[config.mk]
export PLATFORM = sky130hd
export DESIGN_NAME = uart_frame_rx_ctrl_flat
export DESIGN_NICKNAME = d
export VERILOG_FILES = /design/src/rtl/uart_frame_rx_ctrl_if.sv /design/src/rtl/uart_frame_rx_ctrl.sv /design/src/flat_wrapper.sv
export SDC_FILE = /design/constraint.sdc
export NUM_CORES = 1
export LEC_CHECK = 0
export CAP_MARGIN = 20
export CORE_AREA = 2 2 132 108
export DETAILED_ROUTE_END_ITERATION = 8
export DIE_AREA = 0 0 134 110
export GPL_ROUTABILITY_DRIVEN = 0
export PLACE_DENSITY = 0.78
export SLEW_MARGIN = 30
export SYNTH_ARGS = -nofsm -noshare
export SYNTH_HDL_FRONTEND = slang
export SYNTH_SLANG_ARGS = --single-unit
[constraint.sdc]
create_clock -name clk -period 3.6 [get_ports clk]
set_input_delay 0.54 -clock clk [delete_from_list [all_inputs] [get_ports clk]]
set_output_delay 0.54 -clock clk [all_outputs]
set_load 0.01 [all_outputs]
[src/rtl/uart_frame_rx_ctrl_if.sv]
// Byte-stream bundle between the UART receiver, the frame controller and the downstream consumer.
// rx_valid/rx_data is a 1-cycle strobe with no backpressure. out_* is valid/ready: a beat transfers on a clock edge where out_valid && out_ready; while out_valid && !out_ready, out_data/out_last hold.
interface uart_frame_rx_ctrl_if;
  logic       rx_valid;
  logic [7:0] rx_data;
  logic       out_valid;
  logic       out_ready;
  logic [7:0] out_data;
  logic       out_last;

  modport master (
    output rx_valid, rx_data, out_ready,
    input  out_valid, out_data, out_last
  );

  modport slave (
    input  rx_valid, rx_data, out_ready,
    output out_valid, out_data, out_last
  );
endinterface

[src/rtl/uart_frame_rx_ctrl.sv]
// Frame controller: hunts SYNC, collects CMD/LEN/payload/CSUM, validates and replays the frame as a byte stream.
// Optional inter-byte timeout is enabled by defining UART_FRAMER_TIMEOUT_EN.
module uart_frame_rx_ctrl #(
  parameter logic [7:0] SYNC_BYTE      = 8'hA5,
  parameter int         MAX_PAYLOAD    = 16,
  parameter int         TIMEOUT_CYCLES = 2_000_000
) (
  input  logic                       clk,
  input  logic                       rst,
  uart_frame_rx_ctrl_if.slave        bus,
  output logic                       busy_o,
  output logic                       frame_ok_o,
  output logic                       err_csum_o,
  output logic                       err_len_o,
  output logic                       err_timeout_o,
  output logic                       rx_dropped_o,
  output logic [2:0]                 state_o
);
  localparam int DEPTH = MAX_PAYLOAD + 2;
  localparam int IW    = $clog2(MAX_PAYLOAD + 1);
  localparam int RW    = $clog2(DEPTH);

  typedef enum logic [2:0] {
    S_HUNT, S_CMD, S_LEN, S_PAYLOAD, S_CSUM, S_DRAIN
  } state_e;

  state_e         state_q, state_d;
  logic [7:0]     sum_q, sum_d;
  logic [7:0]     len_q, len_d;
  logic [IW-1:0]  idx_q, idx_d;
  logic [RW-1:0]  rd_q, rd_d;
  logic [7:0]     buf_q [DEPTH];
  logic           wr_en;
  logic [RW-1:0]  wr_addr;
  logic           frame_ok_q, frame_ok_d;
  logic           err_csum_q, err_csum_d;
  logic           err_len_q, err_len_d;
  logic           drop_q, drop_d;

  logic in_frame, tmo_hit, beat_fire, last_beat, len_ok, csum_ok, pay_done;

  assign in_frame  = (state_q == S_CMD) || (state_q == S_LEN) ||
                     (state_q == S_PAYLOAD) || (state_q == S_CSUM);
  assign beat_fire = bus.out_valid && bus.out_ready;
  assign last_beat = (9'(rd_q) == (9'(len_q) + 9'd1));
  assign len_ok    = (bus.rx_data <= 8'(MAX_PAYLOAD));
  assign csum_ok   = ((sum_q + bus.rx_data) == 8'd0);
  assign pay_done  = (8'(idx_q) == (len_q - 8'd1));

`ifdef UART_FRAMER_TIMEOUT_EN
  localparam int TW = $clog2(TIMEOUT_CYCLES);
  logic [TW-1:0] tmo_q, tmo_d;
  logic          err_tmo_q;

  // Counts idle cycles inside a frame; zero outside so every entry starts fresh.
  always_comb begin
    tmo_d = '0;
    if (in_frame && !bus.rx_valid) tmo_d = tmo_q + 1'b1;
  end

  assign tmo_hit = in_frame && !bus.rx_valid && (tmo_q == TW'(TIMEOUT_CYCLES - 1));

  always_ff @(posedge clk) begin
    if (rst) begin
      tmo_q     <= '0;
      err_tmo_q <= 1'b0;
    end else begin
      tmo_q     <= tmo_d;
      err_tmo_q <= tmo_hit;
    end
  end

  assign err_timeout_o = err_tmo_q;
`else
  assign tmo_hit       = 1'b0;
  assign err_timeout_o = 1'b0;
`endif

  always_ff @(posedge clk) begin
    if (rst) state_q <= S_HUNT;
    else     state_q <= state_d;
  end

  always_comb begin
    state_d = state_q;
    unique case (state_q)
      S_HUNT:    if (bus.rx_valid && bus.rx_data == SYNC_BYTE) state_d = S_CMD;
      S_CMD:     if (bus.rx_valid) state_d = S_LEN;
                 else if (tmo_hit) state_d = S_HUNT;
      S_LEN:     if (bus.rx_valid) begin
                   if (!len_ok)                  state_d = S_HUNT;
                   else if (bus.rx_data == 8'd0) state_d = S_CSUM;
                   else                          state_d = S_PAYLOAD;
                 end else if (tmo_hit) state_d = S_HUNT;
      S_PAYLOAD: if (bus.rx_valid) begin
                   if (pay_done) state_d = S_CSUM;
                 end else if (tmo_hit) state_d = S_HUNT;
      S_CSUM:    if (bus.rx_valid) state_d = csum_ok ? S_DRAIN : S_HUNT;
                 else if (tmo_hit) state_d = S_HUNT;
      S_DRAIN:   if (beat_fire && last_beat) state_d = S_HUNT;
      default:   state_d = S_HUNT;
    endcase
  end

  always_comb begin
    sum_d      = sum_q;
    len_d      = len_q;
    idx_d      = idx_q;
    rd_d       = rd_q;
    wr_en      = 1'b0;
    wr_addr    = '0;
    frame_ok_d = 1'b0;
    err_csum_d = 1'b0;
    err_len_d  = 1'b0;
    drop_d     = 1'b0;
    unique case (state_q)
      S_CMD: if (bus.rx_valid) begin
        wr_en = 1'b1;
        sum_d = bus.rx_data;
      end
      S_LEN: if (bus.rx_valid) begin
        if (!len_ok) begin
          err_len_d = 1'b1;
        end else begin
          wr_en   = 1'b1;
          wr_addr = RW'(1);
          sum_d   = sum_q + bus.rx_data;
          len_d   = bus.rx_data;
          idx_d   = '0;
        end
      end
      S_PAYLOAD: if (bus.rx_valid) begin
        wr_en   = 1'b1;
        wr_addr = RW'(idx_q) + RW'(2);
        sum_d   = sum_q + bus.rx_data;
        idx_d   = idx_q + 1'b1;
      end
      S_CSUM: if (bus.rx_valid) begin
        frame_ok_d = csum_ok;
        err_csum_d = !csum_ok;
        rd_d       = '0;
      end
      S_DRAIN: begin
        if (beat_fire)    rd_d   = rd_q + 1'b1;
        if (bus.rx_valid) drop_d = 1'b1;
      end
      default: ;
    endcase
  end

  always_ff @(posedge clk) begin
    if (rst) begin
      sum_q      <= '0;
      len_q      <= '0;
      idx_q      <= '0;
      rd_q       <= '0;
      frame_ok_q <= 1'b0;
      err_csum_q <= 1'b0;
      err_len_q  <= 1'b0;
      drop_q     <= 1'b0;
    end else begin
      sum_q      <= sum_d;
      len_q      <= len_d;
      idx_q      <= idx_d;
      rd_q       <= rd_d;
      frame_ok_q <= frame_ok_d;
      err_csum_q <= err_csum_d;
      err_len_q  <= err_len_d;
      drop_q     <= drop_d;
    end
  end

  // Frame storage carries no reset; contents are only read after being written.
  always_ff @(posedge clk) begin
    if (wr_en) buf_q[wr_addr] <= bus.rx_data;
  end

  assign bus.out_valid = (state_q == S_DRAIN);
  assign bus.out_data  = bus.out_valid ? buf_q[rd_q] : 8'd0;
  assign bus.out_last  = bus.out_valid && last_beat;
  assign busy_o        = (state_q != S_HUNT);
  assign frame_ok_o    = frame_ok_q;
  assign err_csum_o    = err_csum_q;
  assign err_len_o     = err_len_q;
  assign rx_dropped_o  = drop_q;
  assign state_o       = state_q;
endmodule

[src/flat_wrapper.sv]
// flat-port wrapper written by rule: the top's interface ports become plain ports
module uart_frame_rx_ctrl_flat 
#(
  parameter logic [7:0] SYNC_BYTE      = 8'hA5,
  parameter int         MAX_PAYLOAD    = 16,
  parameter int         TIMEOUT_CYCLES = 2_000_000
)
  (clk, rst, busy_o, frame_ok_o, err_csum_o, err_len_o, err_timeout_o, rx_dropped_o, state_o, bus_rx_valid, bus_rx_data, bus_out_ready, bus_out_valid, bus_out_data, bus_out_last);
  uart_frame_rx_ctrl_if bus_i ();
  input  logic clk;
  input  logic rst;
  output logic busy_o;
  output logic frame_ok_o;
  output logic err_csum_o;
  output logic err_len_o;
  output logic err_timeout_o;
  output logic rx_dropped_o;
  output logic [2:0] state_o;
  input wire logic [$bits(bus_i.rx_valid)-1:0] bus_rx_valid;
  input wire logic [$bits(bus_i.rx_data)-1:0] bus_rx_data;
  input wire logic [$bits(bus_i.out_ready)-1:0] bus_out_ready;
  output wire logic [$bits(bus_i.out_valid)-1:0] bus_out_valid;
  output wire logic [$bits(bus_i.out_data)-1:0] bus_out_data;
  output wire logic [$bits(bus_i.out_last)-1:0] bus_out_last;
  assign bus_i.rx_valid = bus_rx_valid;
  assign bus_i.rx_data = bus_rx_data;
  assign bus_i.out_ready = bus_out_ready;
  assign bus_out_valid = bus_i.out_valid;
  assign bus_out_data = bus_i.out_data;
  assign bus_out_last = bus_i.out_last;
  uart_frame_rx_ctrl #(.SYNC_BYTE(SYNC_BYTE), .MAX_PAYLOAD(MAX_PAYLOAD), .TIMEOUT_CYCLES(TIMEOUT_CYCLES)) u_core (.clk(clk), .rst(rst), .bus(bus_i), .busy_o(busy_o), .frame_ok_o(frame_ok_o), .err_csum_o(err_csum_o), .err_len_o(err_len_o), .err_timeout_o(err_timeout_o), .rx_dropped_o(rx_dropped_o), .state_o(state_o));
endmodule
After elaboration in Yosys (flattened, before gate mapping) --
Memories as Yosys holds them, arrays and structs flattened. A register that Yosys moved wholly into a read port is not among the register bits. Index checks and enable logic that the tools add are counted. Widths: inputs -> output; s select.
Storage, ports and cells: memories kept 1, latch bits 0, bits in read-only memories 0, register bits 33, word-level logic and storage cells 96, bits in writable memories 144
Cells by class: shift operators 0, divide/modulo/power cells 0, bitwise operators 4, $add $sub $neg 6, $mul 0, reduce and logical (&&, ||, !) cells 21, eq/ne operators 17, multiplexer cells 37, order comparisons 1
Memories:
- u_core.buf_q | words 18, width 8, read ports 1, clocked after Yosys merged registers in 1, write ports 1, line uart_frame_rx_ctrl.sv:32 | logic [7:0] buf_q [DEPTH];
Operator list (number):
- $mux 5 | 9
- $mux 8 | 5
- $mux 3 | 10
- $pmux 5 s2 | 3
- $pmux 8 s3 | 1
- $pmux 3 s6 | 1
- $logic_not 8->1 | 2
- $ne 2x2->1 const B | 6
- $add 5x1->5 const B | 2
- $add 8x1->9 const B | 1
- $eq 5x9->1 | 1
- $add 8x8->8 | 1
- $eq 5x8->1 | 1
- $eq 8x8->1 const B | 1
- $le 8x5->1 const B | 1
- $sub 8x1->8 const B | 1
- $mux 1 | 7
- $reduce_and 7->1 | 1
- $eq 3x2->1 const B | 2
- $eq 3x3->1 const B | 2
- $ne 2x1->1 const B | 3
- $reduce_and 3->1 | 2
- $reduce_bool 3->1 | 2
- $reduce_or 3->1 | 2
- 11 further kinds | 19

Depth between registers and ports, before layout --
word-level depth 6, gate-level depth with buffers 9, mapped depth without buffers 8

Worst setup path after synthesis --
No wires, ideal clock.
path type input port to flip-flop, start input bus_rx_data[0], end memory u_core.buf_q[11][0] (enable), data required time 3.230 ns, cell stages on the path 6, arrival time 2.423 ns, path slack 0.807 ns, buffers on the path 1, path through or4_2 > a21oi_1 > and3_1 > buf_2 > o21ai_0 > nor2_1
Between the ends: word-level cells in the longest chain between the ends 6
RTL lines:
- start, declared | line flat_wrapper.sv:20 | input wire logic [$bits(bus_i.rx_data)-1:0] bus_rx_data;
- $le 8x5->1 (*) | line uart_frame_rx_ctrl.sv:46 | assign len_ok = (bus.rx_data <= 8'(MAX_PAYLOAD));
- $mux 1 | line uart_frame_rx_ctrl.sv:122 | if (!len_ok) begin
- $mux 1 | line uart_frame_rx_ctrl.sv:121 | S_LEN: if (bus.rx_valid) begin
- $pmux 1 s2 | line uart_frame_rx_ctrl.sv:116 | unique case (state_q)
- $mux 1 | line uart_frame_rx_ctrl.sv:175 | if (wr_en) buf_q[wr_addr] <= bus.rx_data;
- $mux 1 (not written as such) | line uart_frame_rx_ctrl.sv:175
- end, declared | line uart_frame_rx_ctrl.sv:32
Every way passes the cells marked *; elsewhere a longest branch is shown, timed or not.

Worst setup path after layout --
start register u_core.len_q[0], end output bus_out_last
Between the ends: word-level cells in the longest chain between the ends 3
RTL lines:
- start, declared | line uart_frame_rx_ctrl.sv:29 | logic [7:0] len_q, len_d;
- start signal, assigned | line uart_frame_rx_ctrl.sv:163 | len_q <= len_d;
- $add 8x1->9 | line uart_frame_rx_ctrl.sv:45 | assign last_beat = (9'(rd_q) == (9'(len_q) + 9'd1));
- $eq 5x9->1 | line uart_frame_rx_ctrl.sv:45
- $logic_and 1x1->1 | line uart_frame_rx_ctrl.sv:180 | assign bus.out_last = bus.out_valid && last_beat;
- end, declared | line flat_wrapper.sv:24 | output wire logic [$bits(bus_i.out_last)-1:0] bus_out_last;
Every way passes these cells.

==> impl_metrics.xml <==
<?xml version="1.0" encoding="UTF-8"?>
<metrics>
  <group name="status">
    <metric name="outcome" unit="">complete, no violations</metric>
  </group>
  <group name="synthesis">
    <metric name="synth-xor-area-share" unit="">0.0315</metric>
    <metric name="main_combinational_cell_family_by_area_after_synthesis" unit="">multiplexers</metric>
    <metric name="seq_area_frac_synth" unit="">0.630</metric>
    <metric name="share_of_synthesized_cell_area_in_and_or_nand_and_nor_gates" unit="">0.0973</metric>
    <metric name="ys_async_sr_fraction" unit="">0</metric>
    <metric name="mapped_avg_cell_area" unit="um^2">14.7</metric>
    <metric name="synth_adder_area_share" unit="">0.0211</metric>
    <metric name="yosys_warnings" unit="">0</metric>
    <metric name="synth.ff_latch_count" unit="">182</metric>
    <metric name="synth_edf_count" unit="">144</metric>
    <metric name="yosysUniqueCellTypes" unit="">62</metric>
    <metric name="post_synth_mux_area_share" unit="">0.133</metric>
    <metric name="synth_cells" unit="">550</metric>
    <metric name="dominantRegCellSynth" unit="">edfxtp_1</metric>
    <metric name="post_synth_instance_area" unit="mm^2">0.00807</metric>
    <metric name="synth_compound_gate_area_share" unit="">0.0647</metric>
    <metric name="synth_nets" unit="">575</metric>
  </group>
  <group name="routing">
    <metric name="route.vias.total" unit="">4952</metric>
    <metric name="detail_route.wl_per_cell" unit="um">22.2</metric>
    <metric name="vias_per_cell" unit="">6.22</metric>
    <metric name="route.antenna.remaining_nets" unit="">0</metric>
    <metric name="post-route-drc-count" unit="">0</metric>
    <metric name="finalWirelength" unit="um">17700</metric>
    <metric name="initial_detailed_routing_violation_count" unit="">582</metric>
    <metric name="detail_route.first_pass.iterations" unit="">5</metric>
  </group>
  <group name="clock_tree">
    <metric name="numCtsBuffers" unit="">17</metric>
    <metric name="htree_num_levels" unit="">4</metric>
    <metric name="worst_skew_late_latency" unit="ns">0.43</metric>
    <metric name="clock_path_buffers" unit="">2</metric>
    <metric name="numClockSinks" unit="">182</metric>
    <metric name="clk_root_buffer_cell" unit="">clkbuf_16</metric>
    <metric name="post_cts.repair.setup_buffers" unit="">0</metric>
    <metric name="clk_transition_reported_paths" unit="ns">0.06</metric>
    <metric name="cts_tree" unit="">yes</metric>
    <metric name="cts_repair_resize_count" unit="">0</metric>
    <metric name="cts.hold.buffers_added" unit="">0</metric>
  </group>
  <group name="floorplan">
    <metric name="io_pins" unit="">31</metric>
    <metric name="die-area" unit="mm^2">0.0147</metric>
    <metric name="floorplan.core_area" unit="mm^2">0.0134</metric>
    <metric name="initial_utilization" unit="">0.604</metric>
    <metric name="fp.dieW" unit="um">134</metric>
    <metric name="floorplan.rows" unit="">38</metric>
    <metric name="die_height" unit="um">110</metric>
  </group>
  <group name="placed_design">
    <metric name="place_hpwl" unit="um">11800</metric>
    <metric name="portBuffers" unit="">29</metric>
    <metric name="dp.cells" unit="">764</metric>
  </group>
  <group name="power_and_ir_drop">
    <metric name="ir_worst_vdd" unit="mV">0.420</metric>
    <metric name="power_density" unit="mW/mm^2">452</metric>
    <metric name="leakagePower" unit="uW">0.00306</metric>
  </group>
  <group name="global_route">
    <metric name="grt_max_degree" unit="">33</metric>
    <metric name="grt_first_pass_wirelength" unit="um">27400</metric>
    <metric name="grt_antenna_before_repair" unit="">0</metric>
    <metric name="groute.layer.met3.usage" unit="">0.0608</metric>
    <metric name="global_route.overflow_total" unit="">0</metric>
    <metric name="via_count_of_the_first_global_routing_pass" unit="">4824</metric>
    <metric name="gr-usage-met2" unit="">0.411</metric>
    <metric name="grt.met1_usage" unit="">0.364</metric>
    <metric name="busiest_layer" unit="">met2</metric>
    <metric name="total_routing_usage_gr" unit="">0.259</metric>
  </group>
  <group name="worst_setup_path">
    <metric name="path_max_fanout" unit="">9</metric>
    <metric name="cp-start-kind" unit="">flip-flop</metric>
    <metric name="worst_r2r_startpoint" unit="">u_core.len_q[0]</metric>
    <metric name="worstPathArrival" unit="ns">2.88</metric>
    <metric name="timing_worst_setup_path_type" unit="">flip-flop to primary output</metric>
    <metric name="endpoint_kind" unit="">primary output</metric>
    <metric name="worst_ep_required_time" unit="ns">3.06</metric>
    <metric name="crit_path_start" unit="">u_core.len_q[0]</metric>
  </group>
  <group name="timing">
    <metric name="number_of_max_slew_violations_in_the_final_report" unit="">0</metric>
    <metric name="finalWorstPathRequiredPeriod" unit="ns">3.42</metric>
    <metric name="timing.final.hold_violations" unit="">0</metric>
    <metric name="max_freq" unit="MHz">292</metric>
    <metric name="grt_setup_unrepaired" unit="">no</metric>
    <metric name="finalSetupViolations" unit="">0</metric>
    <metric name="tightestPinTransition" unit="ns">0.819</metric>
    <metric name="max_slew_margin" unit="">0.452</metric>
    <metric name="fin_crit_sh" unit="">0.951</metric>
    <metric name="final.setup.tns" unit="ns">0</metric>
    <metric name="clock_skew" unit="ns">0.0159</metric>
  </group>
  <group name="cells_and_area">
    <metric name="layout.nets" unit="">628</metric>
    <metric name="antenna_cells" unit="">0</metric>
    <metric name="mostFrequentLayoutCells" unit="">edfxtp_1, nor2_1, mux4_2</metric>
    <metric name="drive_gt1_frac" unit="">0.193</metric>
    <metric name="layoutNonFillerInstCount" unit="">796</metric>
    <metric name="area_growth_from_synthesis_to_final_layout" unit="%">15.3</metric>
    <metric name="final_common_cell" unit="">edfxtp_1</metric>
  </group>
  <group name="min_path">
    <metric name="hp-start" unit="">u_core.sum_q[2]</metric>
    <metric name="worstHoldPathType" unit="">flip-flop to flip-flop</metric>
  </group>
  <group name="flow_run">
    <metric name="max_cap_viol_count" unit="">0</metric>
  </group>
</metrics>
## worst max-delay path, cell delays in order (launching register included)
cell	delay (ns)
dfxtp_1	0.57
ha_1	0.38
nand3b_1	0.11
a221o_1	0.33
a22o_1	0.21
nor4_1	0.28
clkdlybuf4s50_1	0.59
## per-stage QoR
step	hold WS (ns)	total power, uW	setup slack, ns	area, um^2	util
after floorplan	0.465	2370	0.807	8070	-
after global placement	0.482	2440	0.143	8710	0.652
after CTS	0.508	4220	0.162	9300	0.696
after detailed placement	0.494	2450	0.0440	8710	0.652
final	0.501	4200	0.176	9300	0.696
after global routing	0.539	4310	0.0826	9300	0.696
## path summary, 6_finish.rpt
kind,cells past startpoint,endpoint,slack [ns]
worst max-delay path,6,bus_out_last,0.18
worst min-delay path,2,u_core.sum_q[2],0.50
worst max register to register,8,u_core.state_o[2],0.71
worst min register to register,2,u_core.sum_q[2],0.50
## cell usage after synthesis (5+ instances only)
master / count / area share
mux4_2: 40 / 0.11
xnor2_1: 20 / 0.022
clkbuf_1: 16 / 0.0074
mux2i_1: 17 / 0.021
dfxtp_1: 38 / 0.094
nand3_1: 10 / 0.0062
xor2_1: 9 / 0.0098
nand2_1: 28 / 0.013
nand2b_1: 8 / 0.0062
o21ai_0: 11 / 0.0068
a21oi_1: 13 / 0.0081
a311oi_1: 7 / 0.0076
nand4_1: 6 / 0.0047
ha_1: 12 / 0.019
a211oi_1: 11 / 0.010
nor3_1: 5 / 0.0031
edfxtp_1: 144 / 0.54
inv_1: 9 / 0.0042
nor2_1: 70 / 0.033
buf_2: 8 / 0.0050
## power breakdown
part / internal (uW) / switching (uW) / leakage, uW
logic: 50.5 / 82.6 / 0.00117
clock network: 1060 / 738 / 0.000290
registers: 2270 / 3.68 / 0.00160
## sequential cells by signal, summed over array words and instances (netlist names), named ones only
register	flops
u_core.rd_q	5
u_core.err_csum_o	1
u_core.idx_q	5
u_core.buf_q	144
u_core.len_q	8
u_core.err_len_o	1
u_core.frame_ok_o	1
u_core.sum_q	8
u_core.rx_dropped_o	1
u_core.state_o	3
## kinds of logic (layout without fill, tap and decap cells)
kind of cell / count (synthesis) / after routing
AOI/OAI and AO/OA: 71 / 71
xor gates and xnor gates: 29 / 29
muxes: 57 / 57
and+or+nand+nor: 159 / 159
buffers and inverters: 38 / 104
DFF: 182 / 182
other: 1 / 1
adders and majority gates: 13 / 13
## per-layer routing
metal	routed length (um)	vias up
li1	-	2226
met1	7800	2512
met2	8640	194
met3	1040	20
met4	213	0
met5	0	-
## area by class of cell
cell class | count | area, um^2
clock buffers | 26 | 554
inverters | 9 | 33.8
fillers | 852 | 4060
multi-input cells | 330 | 2810
flip-flops and latches | 182 | 5090
clock inverters | 6 | 35.0
repair buffers | 63 | 558
well taps | 180 | 225
(Power assumes the default switching activity.)
